File: src/rtl/hex_disp_arbiter.sv
// Two-requester arbiter for the shared 7-segment display: grants ownership with a
// minimum hold time on contention, forwards the owner's value and flags value changes.
module hex_disp_arbiter #(
  parameter int unsigned HOLD_CYCLES = 1000
) (
  input  logic        clk,
  input  logic        reset_n,
  input  logic        a_req,
  input  logic [31:0] a_data,
  input  logic        b_req,
  input  logic [31:0] b_data,
  output logic        a_gnt,
  output logic        b_gnt,
  output logic [31:0] disp_data,
  output logic        disp_update
);

  localparam int CNT_W = (HOLD_CYCLES > 1) ? $clog2(HOLD_CYCLES) : 1;
  localparam logic [CNT_W-1:0] CNT_MAX = CNT_W'(HOLD_CYCLES - 1);

  typedef enum logic [1:0] {
    ST_IDLE  = 2'd0,
    ST_OWN_A = 2'd1,
    ST_OWN_B = 2'd2
  } state_e;

  state_e           state_q, state_d;
  logic [CNT_W-1:0] cnt_q, cnt_d;
  logic             last_b_q, last_b_d;
  logic [31:0]      disp_q, disp_d;
  logic             update_q, update_d;
  logic             hold_done;
  logic             entering_own;

  assign hold_done    = (cnt_q == CNT_MAX);
  assign entering_own = (state_d != ST_IDLE) && (state_d != state_q);

  // State register
  always_ff @(posedge clk or negedge reset_n) begin
    if (!reset_n) begin
      state_q <= ST_IDLE;
    end else begin
      state_q <= state_d;
    end
  end

  // Next-state logic; a tie from idle goes to whoever did not own last
  always_comb begin
    state_d = state_q;
    case (state_q)
      ST_IDLE: begin
        if (a_req && b_req) begin
          state_d = last_b_q ? ST_OWN_A : ST_OWN_B;
        end else if (a_req) begin
          state_d = ST_OWN_A;
        end else if (b_req) begin
          state_d = ST_OWN_B;
        end
      end
      ST_OWN_A: begin
        if (!a_req) begin
          state_d = b_req ? ST_OWN_B : ST_IDLE;
        end else if (b_req && hold_done) begin
          state_d = ST_OWN_B;
        end
      end
      ST_OWN_B: begin
        if (!b_req) begin
          state_d = a_req ? ST_OWN_A : ST_IDLE;
        end else if (a_req && hold_done) begin
          state_d = ST_OWN_A;
        end
      end
      default: state_d = ST_IDLE;
    endcase
  end

  // Output logic: grants decode straight from the registered state
  always_comb begin
    a_gnt = (state_q == ST_OWN_A);
    b_gnt = (state_q == ST_OWN_B);
  end

  // Datapath next-state: hold counter, last owner, display value and change flag
  always_comb begin
    cnt_d    = cnt_q;
    last_b_d = last_b_q;
    disp_d   = disp_q;
    if (state_d == ST_IDLE) begin
      cnt_d = '0;
    end else if (entering_own) begin
      cnt_d    = '0;
      last_b_d = (state_d == ST_OWN_B);
    end else if (!hold_done) begin
      cnt_d = cnt_q + 1'b1;
    end
    case (state_d)
      ST_OWN_A: disp_d = a_data;
      ST_OWN_B: disp_d = b_data;
      default:  disp_d = disp_q;
    endcase
    update_d = (disp_d != disp_q);
  end

  always_ff @(posedge clk or negedge reset_n) begin
    if (!reset_n) begin
      cnt_q    <= '0;
      last_b_q <= 1'b1;
      disp_q   <= 32'h0;
      update_q <= 1'b0;
    end else begin
      cnt_q    <= cnt_d;
      last_b_q <= last_b_d;
      disp_q   <= disp_d;
      update_q <= update_d;
    end
  end

  assign disp_data   = disp_q;
  assign disp_update = update_q;

endmodule
File: config.mk
export PLATFORM = sky130hd
export DESIGN_NAME = hex_disp_arbiter
export DESIGN_NICKNAME = d
export VERILOG_FILES = /design/src/rtl/hex_disp_arbiter.sv
export SDC_FILE = /design/constraint.sdc
export NUM_CORES = 1
export LEC_CHECK = 0
export CORE_MARGIN = 3
export CORE_UTILIZATION = 49
export CTS_BUF_LIST = sky130_fd_sc_hd__clkbuf_8
export DETAILED_ROUTE_END_ITERATION = 16
export GPL_TIMING_DRIVEN = 0
export PLACE_DENSITY = 0.84
export SETUP_SLACK_MARGIN = 0.3
export SYNTH_ARGS = -nofsm -noshare
export SYNTH_HDL_FRONTEND = slang
export SYNTH_SLANG_ARGS = --single-unit
File: constraint.sdc
create_clock -name clk -period 6.08 [get_ports clk]
set_clock_uncertainty 0.05 [all_clocks]
set_input_delay 1.216 -clock clk [delete_from_list [all_inputs] [get_ports clk]]
set_output_delay 1.216 -clock clk [all_outputs]
set_load 0.03 [all_outputs]
Yosys cells after proc, flatten, opt, wreduce, memory -nomap -nowiden:

Cells that the tools add are included.

* bits in latches: 0
* bits in registers: 46
* memory bits (read-only): 0
* RAM bits: 0
* memories kept: 0
* output and inout bits: 35
* word-level logic and storage cells: 38

* add/sub/neg operators: 1
* shift-type cells: 0
* mux-type cells: 15
* divide/modulo/power cells: 0
* bitwise operators: 1
* order comparisons: 0
* reduce and logical (&&, ||, !) cells: 8
* eq/ne operators: 8
* multiply operators: 0

Operators by type and width (count)
* 32-bit case mux with 2 select lines: 1
* 32-bit != test: 1
* 10-bit two-way mux: 3
* 2-bit two-way mux: 9
* 10-bit by 1-bit adder with 10-bit output (second input constant): 1
* 10-bit == test (second input constant): 1
* 2-bit case mux with 3 select lines: 1
* 2-bit by 1-bit == test with 1-bit output (second input constant): 2
* 2-bit == test (second input constant): 2
* 1-bit logical AND: 4
* 2-bit logical NOT: 2
* 3-bit by 1-bit != test with 1-bit output (second input constant): 1
* 2-bit != test: 1
* 2-bit AND reduction: 1
* 2-bit nonzero test: 1
* 1-bit two-way mux: 1
* 1-bit inverter: 1

Logic depth before layout (Yosys ltp):

* depth in word-level cells: 9
* gate-level depth with buffers: 17

Least setup slack after synthesis:

No wires, ideal clock.

* path type: input to register
* from: input b_req
* to: register update_q, in the netlist disp_update
* data required time: 5.889 ns
* stages on the path: 11
* library setup time: 0.141 ns
* slack: 2.777 ns
* arrival time: 3.113 ns
* cells stage by stage: and2_0 o21ai_0 and3_1 ha_1 buf_2 buf_2 a221oi_1 o21ai_0 nor4_1 a41o_1 nand4_1

* cells in the longest elaborated chain, start to end: 7
* elaborated cells on any way between the ends: 14
* those cells by class: 3 x eq/ne; 9 x mux; 2 x reduce/logical

RTL lines
* from (decl): RTL line 10 `input logic b_req,`
* 2-bit two-way mux or 1-bit logical AND (tied branches): RTL line 56, 63
* 2-bit two-way mux, on equally long branches: RTL line 54, 63
* 2-bit two-way mux, on equally long branches: RTL line 52, 61
* 2-bit case mux with 3 select lines (*): RTL line 50 `case (state_q)`
* net state_d[0]: RTL line 27 `state_e state_q, state_d;`
* 2-bit == test or 2-bit by 1-bit == test with 1-bit output (tied branches): RTL line 97 `case (state_d)`
* 32-bit case mux with 2 select lines (*): RTL line 97
* 32-bit != test (*): RTL line 102 `update_d = (disp_d != disp_q);`
* net update_d: RTL line 31 `logic update_q, update_d;`
* to (signal assigned): RTL line 115 `update_q <= update_d;`
* to (decl): RTL line 31

Mark *: on every way through the listed nets, which the timed path passes. The rest lies on a longest branch.
A chain may end at the register's enable or synchronous reset.

Worst setup path after layout:

Ends and elaborated chain as after synthesis.

==> flow_summary.yaml <==
sta:
  fin_setup_tns_ns: 0
  maxSlewViolCount: 0
  max_freq_ghz: 0.250
  finalHoldViolCount: 0
  relSlewSlack_pct: 61.6
  setup_viol: 0
  tightest_slew_ns: 0.576
  rsz0062_at_grt: "no"
  min_period_ns: 4.00
  finalCritPeriodShare_pct: 65.8
synthesis:
  muxShareOfSynthArea_pct: 7.95
  synth_warnings: 0
  ys_seq_elements: 46
  yosys.cell_types.count: 38
  async_flop_share_pct: 100
  synth-adder-area-share_pct: 1.88
  synth_top_family_by_area: "compound AO/OA/AOI/OAI gates"
  mappedNetlistArea_sq_mm: 0.00266
  syn_avg_cell_area_sq_um: 9.88
  yosysSeqAreaShare_pct: 43.3
  synth-simple-area-share_pct: 9.79
  synth_compound_area_share_pct: 19.8
  synth_edf_count: 0
  syn_inst: 269
  syn_nets: 341
  synthXorXnorAreaFrac_pct: 8.89
  ys.flop_type: "dfrtp_1"
clock_tree:
  cts_resized: 0
  numCtsBuffers: 5
  cts_tree: "yes"
  cts_buffer_depth: 2
  clock_tree.root_cell: "clkbuf_8"
  clkSlewWorstSetupHoldPaths_ns: 0.08
  htreeDepth: 2
  holdBufCountCts: 0
  clock_sinks: 46
  clock_latency_ns: 0.31
  post_cts_buffers: 0
flow_run:
  max-cap-violations: 0
global_route:
  grt.total_usage_pct: 23.7
  grt_pass1_wl_microns: 11500
  grt_max_degree: 32
  antenna_found_initial: 0
  grt_overflow_total: 0
  first_global_vias: 2416
floorplanning:
  coreArea_sq_mm: 0.00517
  initial_core_util_pct: 51.4
  ios: 103
  fp.dieH_microns: 79.7
  die_w_microns: 79.7
  die-area_sq_mm: 0.00635
  rows: 26
detailed_routing:
  drt_iter0_markers: 113
  drtPass1Iterations: 4
  num_vias: 2452
  post_drt_wl_per_cell_microns: 16.4
  routed_wirelength_microns: 7360
  ant_nets: 0
  drc: 0
  via_per_inst: 5.45
critical_path:
  crit_path_max_fanout: 10
  critical_path.slowest_cell: "clkdlybuf4s50_1"
  startpoint_type: "primary input"
  crit_required_ns: 6.20
  path_cells: "clkdlybuf4s50_1, and2_0, o21ai_0, and3_1, ha_1, buf_2, buf_2, a221oi_1, o21ai_0, nor4_1, a41o_1, nand4_1"
  cp.arrival_ns: 4.12
  crit_type: "primary input to flop"
  crit_path_end_kind: "flop"
  slowest_delay_ns: 0.51
layout:
  fillers: 385
  layout_commonest_cell: "clkdlybuf4s50_1"
  final_cell_mix: "clkdlybuf4s50_1, dfrtp_1, inv_1"
  ff_latch_area_sq_mm: 0.00115
  fin_area_sq_mm: 0.00388
  area_delta_synth_final_pct: 45.8
  drive_gt1_share_pct: 8.68
  final_nets: 451
  multi_input_area_sq_mm: 0.00128
  diodes: 0
outcome:
  status: "finished, final reports clean"
min_path:
  hp-class: "flop to flop"
power_and_ir_drop:
  p_seq_share_pct: 31.6
  p_per_area_mw_per_mm2: 381
  p_clk_share_pct: 13.6
  power.leakage_nw: 1.67
  switching_share_pct: 43.2
  ir_drop_mv: 0.222
  power_switching_mw: 0.638
  combPwrFrac_pct: 54.8
  power.internal_mw: 0.840
placement:
  gp_congestion: 0.829
  portBuffers: 102
  placed_cell_area_sq_mm: 0.00378
  hpwl_microns: 5560
==> state kept, by name (all words and copies together), names as in the netlist <==
signal / cells
disp_data: 32
last_b_q: 1
cnt_q: 10
state_q: 2
disp_update: 1
==> cells in the mapped netlist (5+ instances only) <==
cell	count	area [sq um]
a21oi_1	15	75.1
a221oi_1	11	96.3
a22oi_1	20	150
buf_2	9	45.0
dfrtp_1	45	1130
inv_1	33	124
mux2i_1	20	200
nand2_1	15	56.3
nand4_1	6	37.5
nor2_1	15	56.3
o21ai_0	5	25.0
xnor2_1	24	210
==> area by class of cell <==
type / instances / share of cell area [%]
clock buffers: 6 / 2.13
well taps: 70 / 2.26
repair buffers: 103 / 26.7
clock inverters: 2 / 0.323
inverters: 33 / 3.19
flip-flops and latches: 46 / 29.7
plain buffers: 15 / 2.52
multi-input cells: 175 / 33.1
==> cells by family (layout without fill, tap and decap cells) <==
group                      count (synthesis)  in the layout
adders and majority gates                  4              4
xor gates and xnor gates                  27             27
AOI/OAI and AO/OA                         69             69
buffers and inverters                     48            159
muxes                                     21             21
and+or+nand+nor                           54             54
DFF                                       46             46
==> per-stage QoR <==
stage                     setup WS (ns)  std cells  hold WS, ns  power [mW]  utilization [%]
after CTS                          2.10        450        0.514        1.48             75.0
after floorplan                    2.78        269        0.466       0.953                -
after global routing               1.91        450        0.540        1.56             75.0
after global placement             1.80        441        0.485        1.26             72.8
final                              2.08        450        0.512        1.48             75.0
after detailed placement           1.80        442        0.501        1.28             73.1
==> path summary, 6_finish.rpt <==
kind | startpoint | end | slack [ns] | cells after the start
min in group asynchronous | reset_n | disp_data[9] | 0.77 | 1
max in group asynchronous | reset_n | last_b_q | 4.64 | 2
worst min-delay path | cnt_q[1] | cnt_q[1] | 0.51 | 2
worst min register to register | cnt_q[1] | cnt_q[1] | 0.51 | 2
worst max register to register | cnt_q[0] | disp_update | 2.36 | 15
worst max-delay path | b_req | disp_update | 2.08 | 12
==> layer usage <==
layer | global-route usage, % | part of all wire, %
met2 | 38.2 | 49
met5 | 0 | 0
met3 | 5.42 | 7.0
met4 | 11.5 | 2.1
met1 | 29.9 | 42
==> worst max-delay path, delay by kind of cell <==
| kind | cells | cell delay, ns |
|---|---|---|
| adder cells (fa/ha/maj) | 1 | 0.23 |
| AO/OA/AOI/OAI | 4 | 0.99 |
| AND/OR/NAND/NOR | 4 | 0.76 |
| buffers and inverters | 3 | 0.92 |
==> power groups by stage <==
| stage | Combinational [mW] | Clock (mW) | Sequential, mW |
|---|---|---|---|
| after floorplan | 0.323 | 0 | 0.629 |
| after global placement | 0.792 | 0 | 0.465 |
| after detailed placement | 0.805 | 0 | 0.470 |
| after CTS | 0.810 | 0.204 | 0.465 |
| after global routing | 0.862 | 0.216 | 0.478 |
| final | 0.809 | 0.201 | 0.467 |
Note: power is estimated with default switching activity, not from simulation.
